**config.mk**
```make
export PLATFORM = sky130hd
export DESIGN_NAME = adc_responder
export DESIGN_NICKNAME = d
export VERILOG_FILES = /design/src/rtl/adc_responder.sv
export SDC_FILE = /design/constraint.sdc
export NUM_CORES = 1
export LEC_CHECK = 0
export CAP_MARGIN = 20
export CORE_MARGIN = 2
export CORE_UTILIZATION = 40
export CTS_CLUSTER_DIAMETER = 60
export DETAILED_ROUTE_END_ITERATION = 7
export MAX_ROUTING_LAYER = met4
export PLACE_DENSITY_LB_ADDON = 0.05
export SYNTH_ARGS = -nofsm -noshare
export SYNTH_HDL_FRONTEND = slang
export SYNTH_SLANG_ARGS = --single-unit
```
**constraint.sdc**
```tcl
create_clock -name clk -period 2.27 [get_ports clk]
set_input_delay 0.681 -clock clk [delete_from_list [all_inputs] [get_ports clk]]
set_output_delay 0.681 -clock clk [all_outputs]
set_load 0.01 [all_outputs]
```
**src/rtl/adc_responder.sv**
```systemverilog
// SPI responder twin of a 4-channel 12-bit MCP3204-class ADC.
// Decodes start/SGL/D2..D0 from MOSI, latches one channel, returns null bit then data MSB-first.
module adc_responder #(
  parameter int unsigned SYNC_STAGES = 2,
  parameter int unsigned DATA_W      = 12
) (
  input  logic                  clk,
  input  logic                  rst,
  input  logic                  CS,
  input  logic                  P3,
  input  logic                  P5,
  output logic                  P4,
  output logic                  P4_oe,
  input  logic [4*DATA_W-1:0]   ch_data,
  output logic                  sgl,
  output logic [2:0]            chan,
  output logic                  conv_start,
  output logic                  done,
  output logic                  abort
);

  localparam int unsigned IW = $clog2(DATA_W);

  typedef enum logic [2:0] {
    S_IDLE, S_WAIT_START, S_CTRL, S_SAMPLE, S_NULL_BIT, S_DATA, S_TRAIL
  } state_t;

  logic [SYNC_STAGES-1:0] cs_sync_q, cs_sync_d;
  logic [SYNC_STAGES-1:0] p3_sync_q, p3_sync_d;
  logic [SYNC_STAGES-1:0] p5_sync_q, p5_sync_d;
  logic                   p3_prev_q, p3_prev_d;
  logic                   rise_q, rise_d;
  logic                   fall_q, fall_d;
  logic                   cs_s, p3_s, p5_s;

  state_t                 state_q, state_d;
  logic [1:0]             cnt_q, cnt_d;
  logic [2:0]             ctrl_q, ctrl_d;
  logic [IW-1:0]          idx_q, idx_d;
  logic [DATA_W-1:0]      snap_q, snap_d;
  logic                   p4_q, p4_d;
  logic                   oe_q, oe_d;
  logic                   sgl_q, sgl_d;
  logic [2:0]             chan_q, chan_d;
  logic                   conv_q, conv_d;
  logic                   done_q, done_d;
  logic                   abort_q, abort_d;
  logic [1:0]             sel;
  logic [DATA_W-1:0]      snap_sel;

  assign cs_s = cs_sync_q[SYNC_STAGES-1];
  assign p3_s = p3_sync_q[SYNC_STAGES-1];
  assign p5_s = p5_sync_q[SYNC_STAGES-1];

  // Edge events are registered so P4 moves SYNC_STAGES+2 clk after the P3 pin.
  always_comb begin
    cs_sync_d = {cs_sync_q[SYNC_STAGES-2:0], CS};
    p3_sync_d = {p3_sync_q[SYNC_STAGES-2:0], P3};
    p5_sync_d = {p5_sync_q[SYNC_STAGES-2:0], P5};
    p3_prev_d = p3_s;
    rise_d    = p3_s & ~p3_prev_q;
    fall_d    = ~p3_s & p3_prev_q;
  end

  // Channel select uses D1 (already shifted in) and D0 (arriving now); D2 is ignored.
  always_comb begin
    sel      = {ctrl_q[0], p5_s};
    snap_sel = '0;
    for (int unsigned n = 0; n < 4; n++) begin
      if (sel == n[1:0]) snap_sel = ch_data[n*DATA_W +: DATA_W];
    end
  end

  always_comb begin
    state_d = state_q;
    cnt_d   = cnt_q;
    ctrl_d  = ctrl_q;
    idx_d   = idx_q;
    snap_d  = snap_q;
    p4_d    = p4_q;
    oe_d    = oe_q;
    sgl_d   = sgl_q;
    chan_d  = chan_q;
    conv_d  = 1'b0;
    done_d  = 1'b0;
    abort_d = 1'b0;

    if (state_q != S_IDLE && cs_s) begin
      state_d = S_IDLE;
      p4_d    = 1'b0;
      oe_d    = 1'b0;
      abort_d = (state_q == S_CTRL) || (state_q == S_SAMPLE) ||
                (state_q == S_NULL_BIT) || (state_q == S_DATA);
    end else begin
      case (state_q)
        S_IDLE: begin
          p4_d = 1'b0;
          oe_d = 1'b0;
          if (!cs_s) state_d = S_WAIT_START;
        end
        S_WAIT_START: begin
          if (rise_q && p5_s) begin
            state_d = S_CTRL;
            cnt_d   = '0;
          end
        end
        S_CTRL: begin
          if (rise_q) begin
            ctrl_d = {ctrl_q[1:0], p5_s};
            cnt_d  = cnt_q + 2'd1;
            if (cnt_q == 2'd3) begin
              sgl_d   = ctrl_q[2];
              chan_d  = {ctrl_q[1:0], p5_s};
              snap_d  = snap_sel;
              conv_d  = 1'b1;
              state_d = S_SAMPLE;
            end
          end
        end
        S_SAMPLE: begin
          if (rise_q) state_d = S_NULL_BIT;
        end
        S_NULL_BIT: begin
          if (fall_q) begin
            p4_d    = 1'b0;
            oe_d    = 1'b1;
            idx_d   = IW'(DATA_W - 1);
            state_d = S_DATA;
          end
        end
        S_DATA: begin
          if (fall_q) begin
            p4_d  = snap_q[idx_q];
            idx_d = idx_q - 1'b1;
            if (idx_q == '0) begin
              done_d  = 1'b1;
              state_d = S_TRAIL;
            end
          end
        end
        S_TRAIL: begin
          if (fall_q) p4_d = 1'b0;
        end
        default: state_d = S_IDLE;
      endcase
    end
  end

  always_ff @(posedge clk or negedge rst) begin
    if (!rst) begin
      cs_sync_q <= '1;
      p3_sync_q <= '0;
      p5_sync_q <= '0;
      p3_prev_q <= 1'b0;
      rise_q    <= 1'b0;
      fall_q    <= 1'b0;
      state_q   <= S_IDLE;
      cnt_q     <= '0;
      ctrl_q    <= '0;
      idx_q     <= '0;
      snap_q    <= '0;
      p4_q      <= 1'b0;
      oe_q      <= 1'b0;
      sgl_q     <= 1'b0;
      chan_q    <= '0;
      conv_q    <= 1'b0;
      done_q    <= 1'b0;
      abort_q   <= 1'b0;
    end else begin
      cs_sync_q <= cs_sync_d;
      p3_sync_q <= p3_sync_d;
      p5_sync_q <= p5_sync_d;
      p3_prev_q <= p3_prev_d;
      rise_q    <= rise_d;
      fall_q    <= fall_d;
      state_q   <= state_d;
      cnt_q     <= cnt_d;
      ctrl_q    <= ctrl_d;
      idx_q     <= idx_d;
      snap_q    <= snap_d;
      p4_q      <= p4_d;
      oe_q      <= oe_d;
      sgl_q     <= sgl_d;
      chan_q    <= chan_d;
      conv_q    <= conv_d;
      done_q    <= done_d;
      abort_q   <= abort_d;
    end
  end

  assign P4         = p4_q & oe_q;
  assign P4_oe      = oe_q;
  assign sgl        = sgl_q;
  assign chan       = chan_q;
  assign conv_start = conv_q;
  assign done       = done_q;
  assign abort      = abort_q;

endmodule

```
# Yosys cells after proc, flatten, opt, wreduce, memory -nomap -nowiden
# Cells that the tools add are included.
# word_totals
ff_bits	42
in_bits	53
out_inout_bits	9
word_cells	110
# classes
addsub	2
n_lt_le_gt_ge	1
eq_ne	24
muxes	38
bitwise_logic	6
n_reduce_logical	21
# ops
op	count
12-bit 2-to-1 mux	4
3-bit 2-to-1 mux	9
3-bit case mux with 7 select lines	1
3-bit != test (second input constant)	6
1-bit 2-to-1 mux	15
4-bit AND reduction	3
2-bit != test (second input constant)	5
3-bit == test (second input constant)	3
9-bit AND reduction	1
4-bit 2-to-1 mux	2
4-bit case mux with 2 select lines	1
2-bit == test (second input constant)	3
3-bit by 2-bit == test with 1-bit output (second input constant)	2
3-bit by 2-bit != test with 1-bit output (second input constant)	2
3-bit AND reduction	2
3-bit nonzero test	2
4-bit by 5-bit less-than comparator with 1-bit output (second input constant)	1
1-bit binary-select mux with 4-bit select	1
4-bit zero test	1
2-bit 2-to-1 mux	2
2-bit case mux with 2 select lines	1
2-bit nonzero test	2
4-bit nonzero test	1
4-bit by 1-bit subtractor with 4-bit output (second input constant)	1
14 further kinds	21

# Longest topological paths before layout
# Gate-level depths: netlist of the first run.
# logic_depth
ltp_word	5
ltp_mapped	7
ltp_nobuf	6

# Least setup slack after synthesis of the first run
# No wires, ideal clock.
# synth_timing
path_kind	register to register
from	register idx_q[0]
to	register state_q[1]
setup_time_ns	0.086
arrival_ns	1.547
required_time_ns	2.184
slack_ns	0.637
path_stages_with_launch	8
path_buffers	1
period_less_slack_ns	1.633
cell_sequence	dfrtp_1 -> buf_4 -> inv_1 -> ha_1 -> or3b_2 -> o22ai_1 -> a21oi_1 -> nor3_1
# synth_via
elab_chain_len	3
# synth_lines
element	line_no	source
start, declared	39	logic [IW-1:0] idx_q, idx_d;
start signal, assigned	179	idx_q <= idx_d;
4-bit zero test	135	if (idx_q == '0) begin
3-bit by 2-bit != test with 1-bit output (no source line)	n/a	
9-bit AND reduction (no source line)	n/a	
end signal, assigned	176	state_q <= state_d;
end, declared	36	state_t state_q, state_d;
# No other way between the ends.
# A chain may end at the register's enable or synchronous reset.

# Worst setup path in the final report of the first run
# layout_timing
from	register oe_q (netlist: P4_oe)
to	output port P4
# layout_via
elab_chain_len	1
# layout_lines
element	line_no	source
start, declared	42	logic oe_q, oe_d;
start signal, assigned	163	oe_q <= 1'b0;
start signal, assigned	182	oe_q <= oe_d;
1-bit bitwise AND	191	assign P4 = p4_q & oe_q;
end, declared	12	output logic P4,
# No other way between the ends.

==> summary.txt, run 1 <==
Run status
  • Status: finished, final reports clean

Detailed routing
  • Routed wire per std cell: 15.9 µm
  • Starting DRC count in detailed routing: 82
  • Vias per cell: 5.16
  • Antenna-violating nets left: 0
  • DRT Pass-1 Iters: 4
  • Total number of vias: 1487
  • WL final: 4570 µm
  • # DRC: 0

Clock tree
  • Setup Buffers After CTS: 0
  • CTS max path bufs: 2
  • CTS Hold Buffers Added: 0
  • Cts bufs inserted: 5
  • Clk root buf: clkbuf_8
  • Clock transition at path regs: 0.08 ns
  • PostCTS Resize Cnt: 0
  • CTS sink cnt: 42
  • Clk Latency, worst-skew pair: about 0.3 ns
  • H-tree lvl count: 2
  • TritonCTS clock tree: done

Timing
  • Fin crit share: 87.5%
  • RSZ-0062 raised after global routing: false
  • Setup TNS: 0 ns
  • Final Skew: ~0.008 ns
  • Worst hold slack: 0.350 ns
  • Final Critical Period: roughly 2.0 ns
  • Worst-Margin Slew: 0.590 ns
  • Fmax achieved: 504 MHz
  • Post-route setup slack: 0.284 ns
  • Final Max Tran Viols: 0
  • Slew headroom: 60.6%
  • # setup viols final: 0
  • Hold Vio Cnt, Final: 0

Die
  • # IOs: 62
  • # rows: 26
  • Die footprint: 6040 µm²
  • Die W: 77.7 µm
  • Initial Utilization: 42.0%
  • Die H: 77.7 µm
  • Core Area: around 5200 µm²

Power
  • Pleak: 1.26 nW
  • Pwr dens: around 570 nW/µm²
  • Max VDD drop: 274 µV

Worst setup path
  • Crit start category: flip-flop
  • Critical path peak fanout: 3
  • Critical path arrival: around 1.3 ns
  • Required time of the critical path: roughly 1.6 ns
  • Critical path class: reg2out
  • Endpoint class of the critical path: primary output

Finish
  • Register area: 1050 µm²
  • Commonest non-fill, non-tap cells in the layout: 60 x clkdlybuf4s50_1, 40 x dfrtp_1, 13 x nand2_1
  • P&R area growth vs syn: 34.8%
  • Design area: about 3000 µm²
  • Antenna diodes: 0
  • Final core utilization: 56.6%
  • Multi-input gate area: 1020 µm²
  • Nets@finish: 272
  • Most common cell after layout, fill and taps aside: clkdlybuf4s50_1
  • Share of layout cells above drive strength 1: between 20% and 30%
  • # fillers: 431

Placed design
  • GP Congestion: 0.771
  • DP Area: 2810 µm²
  • Port Buffers: 61
  • Pre-CTS setup slack: 0.274 ns
  • DP Wirelength: 3400 µm

Global routing
  • First-pass GRT wire length: 7770 µm
  • Largest net degree at the start of global routing: 24
  • Initial antenna violation count: 0
  • Vias in the first global route: 1561
  • All-Layer GR Usage: between 15 and 20%
  • Grt ovf: 0

Synth
  • Largest family of logic cells by synthesized area: multiplexers
  • XOR/XNOR Fraction of Synth Area: less than 1%
  • Register bit total from synthesis: 42
  • Yosys cell types: 40
  • Mapped Cells: 156
  • Post-synthesis mux area share: 27.5%
  • Post-synthesis sequential area ratio: 48.5%
  • EDFF count, synth: 0
  • Simple-Gate Fraction of Synth Area: 12.5%
  • Synth Area in Adders: 1.15%
  • Synthesized area per cell: 13.9 µm²
  • Syn. warnings: 0
  • Ys async rst share: 100%
  • Complex-gate fraction of the synthesized area: 5.41%
  • Main synth FF type: dfrtp_1
  • Synthesized area: 2170 µm²
  • Synthesized Nets: approximately 210

Job
  • MaxCap Viol Count: 0

Hold path
  • Hold Crit Class: in2async
==> synthesized netlist by cell type (all sizes together), types with 2 or more instances <==
| cell | instances | area, µm² |
|---|---|---|
| dfrtp | 40 | 1000 |
| mux2 | 18 | 236 |
| mux4 | 15 | 360 |
| nand2 | 14 | 60.1 |
| buf | 9 | 81.3 |
| nor2 | 9 | 33.8 |
| nor3 | 7 | 46.3 |
| a21oi | 5 | 25.0 |
| inv | 5 | 18.8 |
| o21ai | 3 | 15.0 |
| and2 | 2 | 13.8 |
| dfstp | 2 | 52.6 |
| ha | 2 | 25.0 |
| nand2b | 2 | 27.5 |
| nand3 | 2 | 10.0 |
| nor2b | 2 | 12.5 |
| nor3b | 2 | 15.0 |
| o21a | 2 | 15.0 |
| or3 | 2 | 15.0 |
==> critical path: stages (launching register included) <==
cell and delay [ns]:
dfrtp_1 0.36, and2_1 0.13, clkdlybuf4s50_1 0.53
==> kinds of logic after synthesis <==
logic type | Yosys count
fa+ha+maj | 2
xor+xnor | 1
compound gates | 18
flops | 42
simple gates | 46
mux | 33
buf+inv | 14
==> stage by stage <==
stage | power (mW) | instances
after floorplan | 0.932 | 156
after global placement | 1.05 | 280
after detailed placement | 1.06 | 280
after CTS | 1.68 | 288
after global routing | 1.73 | 288
final | 1.66 | 288
==> power breakdown <==
group | internal [mW] | switching (mW) | total [mW] | leakage (nW)
Clock | 0.359 | 0.259 | 0.618 | 0.0585
Sequential | 0.777 | 0.0402 | 0.817 | 0.535
Combinational | 0.159 | 0.0634 | 0.222 | 0.670
==> layout make-up <==
type	instances	area share, %
well taps	70	2.99
clock inverters	1	1.03
clock buffers	7	2.95
repair buffers	63	21.6
inverters	5	0.641
flip-flops and latches	42	36.0
multi-input cells	100	34.8
==> path summary, 6_finish.rpt <==
path,cells past startpoint,endpoint,from,slack (ns)
max,2,P4,P4_oe,0.28
min,1,abort,rst,0.35
max reg2reg,6,state_q[1],idx_q[0],0.44
min reg2reg,0,p3_sync_q[1],p3_sync_q[0],0.35
max in group asynchronous,2,snap_q[2],rst,1.25
min in group clk,0,p3_sync_q[1],p3_sync_q[0],0.35
==> state kept, by name (all words and copies together) (netlist names) <==
register	flops
p5_sync_q	2
chan	3
conv_start	1
idx_q	4
fall_q	1
cnt_q	2
sgl	1
abort	1
P4_oe	1
snap_q	12
p4_q	1
p3_prev_q	1
state_q	3
rise_q	1
p3_sync_q	2
cs_sync_q	2
ctrl_q	3
done	1
==> routing by layer <==
layer | track usage [%] | up-vias | share of wire [%]
met5 | - | - | 0
met3 | 3.49 | 5 | 4.8
met4 | 5.89 | 0 | 1.2
li1 | - | 700 | -
met1 | 22.5 | 727 | 45
met2 | 26.6 | 55 | 49
Note: power is estimated with default switching activity, not from simulation.
==> run 2: changes to the inputs <==
--- a/config.mk
+++ b/config.mk
@@ -12,6 +12,7 @@
 export DETAILED_ROUTE_END_ITERATION = 7
 export MAX_ROUTING_LAYER = met4
 export PLACE_DENSITY_LB_ADDON = 0.05
+export SKIP_CTS_REPAIR_TIMING = 1
 export SYNTH_ARGS = -nofsm -noshare
 export SYNTH_HDL_FRONTEND = slang
 export SYNTH_SLANG_ARGS = --single-unit
==> results of run 2 <==
Same layout as run 1: the final DEF is identical, and so are final timing and power.
==> run 3: changes to the inputs <==
--- a/config.mk
+++ b/config.mk
@@ -7,8 +7,9 @@
 export LEC_CHECK = 0
 export CAP_MARGIN = 20
 export CORE_MARGIN = 2
-export CORE_UTILIZATION = 40
+export CORE_UTILIZATION = 32
 export CTS_CLUSTER_DIAMETER = 60
+export CTS_CLUSTER_SIZE = 24
 export DETAILED_ROUTE_END_ITERATION = 7
 export MAX_ROUTING_LAYER = met4
 export PLACE_DENSITY_LB_ADDON = 0.05
==> constraint.sdc (replaced) <==
create_clock -name clk -period 2 [get_ports clk]
set_input_delay 0.6 -clock clk [delete_from_list [all_inputs] [get_ports clk]]
set_output_delay 0.6 -clock clk [all_outputs]
set_load 0.01 [all_outputs]
==> summary.txt, run 3 (synthesis gave the netlist of run 1 again) <==
Run status
  • Status: finished, final reports clean

Detailed routing
  • Starting DRC count in detailed routing: 57 (-30%)
  • # DRC: 0 (unchanged)
  • WL final: 4260 µm (-6.9%)
  • DRT Pass-1 Iters: 4 (unchanged)
  • Vias per cell: 4.93 (-4.6%)
  • Antenna-violating nets left: 0 (unchanged)
  • Routed wire per std cell: 14.1 µm (-11%)
  • Total number of vias: 1488 (+0.067%)

Finish
  • Register area: 1050 µm² (unchanged)
  • Top Registers: snap_q: 12 flops, idx_q: 4 flops
  • P&R area growth vs syn: 35.0%
  • Most flops, register: snap_q
  • Antenna diodes: 0 (unchanged)
  • # fillers: 639 (+48%)
  • Commonest non-fill, non-tap cells in the layout: 60 x clkdlybuf4s50_1, 40 x dfrtp_1, 13 x nand2_1
  • Max FFs per register: 12 (unchanged)
  • Nets@finish: 276 (+1.5%)
  • Most common cell after layout, fill and taps aside: clkdlybuf4s50_1
  • Multi-input gate area: 1020 µm² (unchanged)
  • Share of layout cells above drive strength 1: 23.9% (+1.4 points)
  • Design area: 2930 µm² (+0.17%)

Timing
  • Final Critical Period: 1.93 ns
  • Final Skew: 0.00815 ns (+0.000316 ns)
  • # setup viols final: 0 (unchanged)
  • Fin crit share: 96.5%
  • Hold Vio Cnt, Final: 0 (unchanged)
  • Slew headroom: 62.3% (+1.6 points)
  • Setup TNS: 0 ns (unchanged)
  • RSZ-0062 raised after global routing: false
  • Worst-Margin Slew: 0.566 ns (-0.0246 ns)
  • Fmax achieved: 518 MHz
  • Final Max Tran Viols: 0 (unchanged)

Clock tree
  • CTS max path bufs: 2 (unchanged)
  • Cts bufs inserted: 5 (unchanged)
  • Clk Latency, worst-skew pair: 0.29 ns (about the same)
  • H-tree lvl count: 2 (unchanged)
  • TritonCTS clock tree: done
  • Clock transition at path regs: 0.08 ns (about the same)
  • Clk root buf: clkbuf_8
  • CTS sink cnt: 42 (unchanged)

Worst setup path
  • Critical path arrival: 1.33 ns (+0.03 ns)
  • R2r startpoint: idx_q[0]
  • CP max stage cell: clkdlybuf4s50_1
  • CP Cell Sequence: and2_1 > clkdlybuf4s50_1
  • Endpoint class of the critical path: primary output
  • Critical path class: reg2out
  • Required time of the critical path: 1.40 ns (-0.19 ns)
  • Slowest cell delay on critical path: 0.53 ns (about the same)
  • Reg2Reg Setup Slack: 0.31 ns (-0.13 ns)
  • Sum of buffers and inverters on the critical path: 1 (unchanged)
  • Cell family with most CP delay: buffers and inverters
  • Capturing point of the worst reg2reg path: state_q[1]
  • Reg2reg path depth: 6 (unchanged)
  • Crit start category: flip-flop
  • Critical path peak fanout: 3 (unchanged)

Die
  • Die H: 86.4 µm (+11%)
  • Die footprint: 7470 µm² (+24%)
  • # IOs: 62 (unchanged)
  • Core Area: 6680 µm² (+29%)
  • Initial Utilization: 32.5% (-9.5 points)
  • Die W: 86.4 µm (+11%)
  • # rows: 30 (+15%)

Power
  • Max VDD drop: 268 µV (-2.4%)
  • Pwr dens: 594 nW/µm² (+4.9%)
  • Pleak: 1.27 nW (+0.50%)

Global routing
  • All-Layer GR Usage: 13.2% (-3.9 points)
  • Largest net degree at the start of global routing: 43 (+79%)
  • First-pass GRT wire length: 7480 µm (-3.7%)
  • Initial antenna violation count: 0 (unchanged)
  • Grt ovf: 0 (unchanged)
  • Vias in the first global route: 1599 (+2.4%)

Hold path
  • Hold Crit Class: reg2reg
  • Worst hold start: p5_sync_q[0]
  • Worst hold path depth: 0
  • Worst hold endpoint: p5_sync_q[1]

Placed design
  • DP Wirelength: 3080 µm (-9.5%)
  • DP Area: 2840 µm² (+1.1%)
  • Port Buffers: 61 (unchanged)
  • GP Congestion: 0.911 (+18%)

Job
  • MaxCap Viol Count: 0 (unchanged)
run 3: cell count changes in the layout (fill, tap and decap cells not counted), sizes merged:
cell,previous run,this run
clkinv,0,1
buf,3,7
bufinv,1,0
run 3: worst register-to-register path: cells and delay by family, from the launching register on:
family,cells,cell delay [ns]
DFF,1,0.39
adders and majority gates,1,0.18
and+or+nand+nor,2,0.67
AOI/OAI and AO/OA,2,0.30
buffers and inverters,1,0.07
run 3: power breakdown:
part           switching, mW  leakage (nW)  internal (mW)
combinational         0.0801         0.686          0.181
clock                  0.285        0.0482          0.279
sequential            0.0337         0.535          0.882
run 3: area by class of cell:
| type | count | share of cell area, % |
|---|---|---|
| tap | 80 | 3.41 |
| clock inverter | 1 | 0.171 |
| sequential | 42 | 35.9 |
| multi-input combinational | 100 | 34.8 |
| inverter | 5 | 0.640 |
| timing repair buffer | 67 | 22.2 |
| clock buffer | 7 | 2.94 |
run 3: worst max path at each step:
stage                start          to  slack, ns  cells past startpoint
6_report             P4_oe          P4       0.07                      2
5_1_grt              P4_oe          P4       0.02                      2
4_1_cts              P4_oe          P4       0.05                      2
3_5_place_dp   ch_data[12]   snap_q[0]       0.09                      3
3_3_place_gp   ch_data[14]   snap_q[2]       0.14                      3
2_1_floorplan     idx_q[0]  state_q[1]       0.37                      7
run 3: metrics by stage:
| stage | util, % | total power [mW] | instances | hold slack, ns | worst slack (ns) |
|---|---|---|---|---|---|
| after floorplan | - | 1.06 | 156 | 0.304 | 0.367 |
| after global placement | 42.5 | 1.19 | 294 | 0.333 | 0.136 |
| after detailed placement | 42.5 | 1.20 | 294 | 0.335 | 0.0907 |
| after CTS | 43.9 | 1.79 | 302 | 0.353 | 0.0533 |
| after global routing | 43.9 | 1.85 | 302 | 0.365 | 0.0154 |
| final | 43.9 | 1.74 | 302 | 0.350 | 0.0705 |
run 3: layer usage:
layer / global-route usage [%] / vias up / wire length, µm
met4: 3.27 / 0 / 38
met3: 2.95 / 5 / 198
met1: 16.4 / 723 / 1910
met5: - / - / 0
met2: 21.9 / 52 / 2110
li1: - / 708 / -
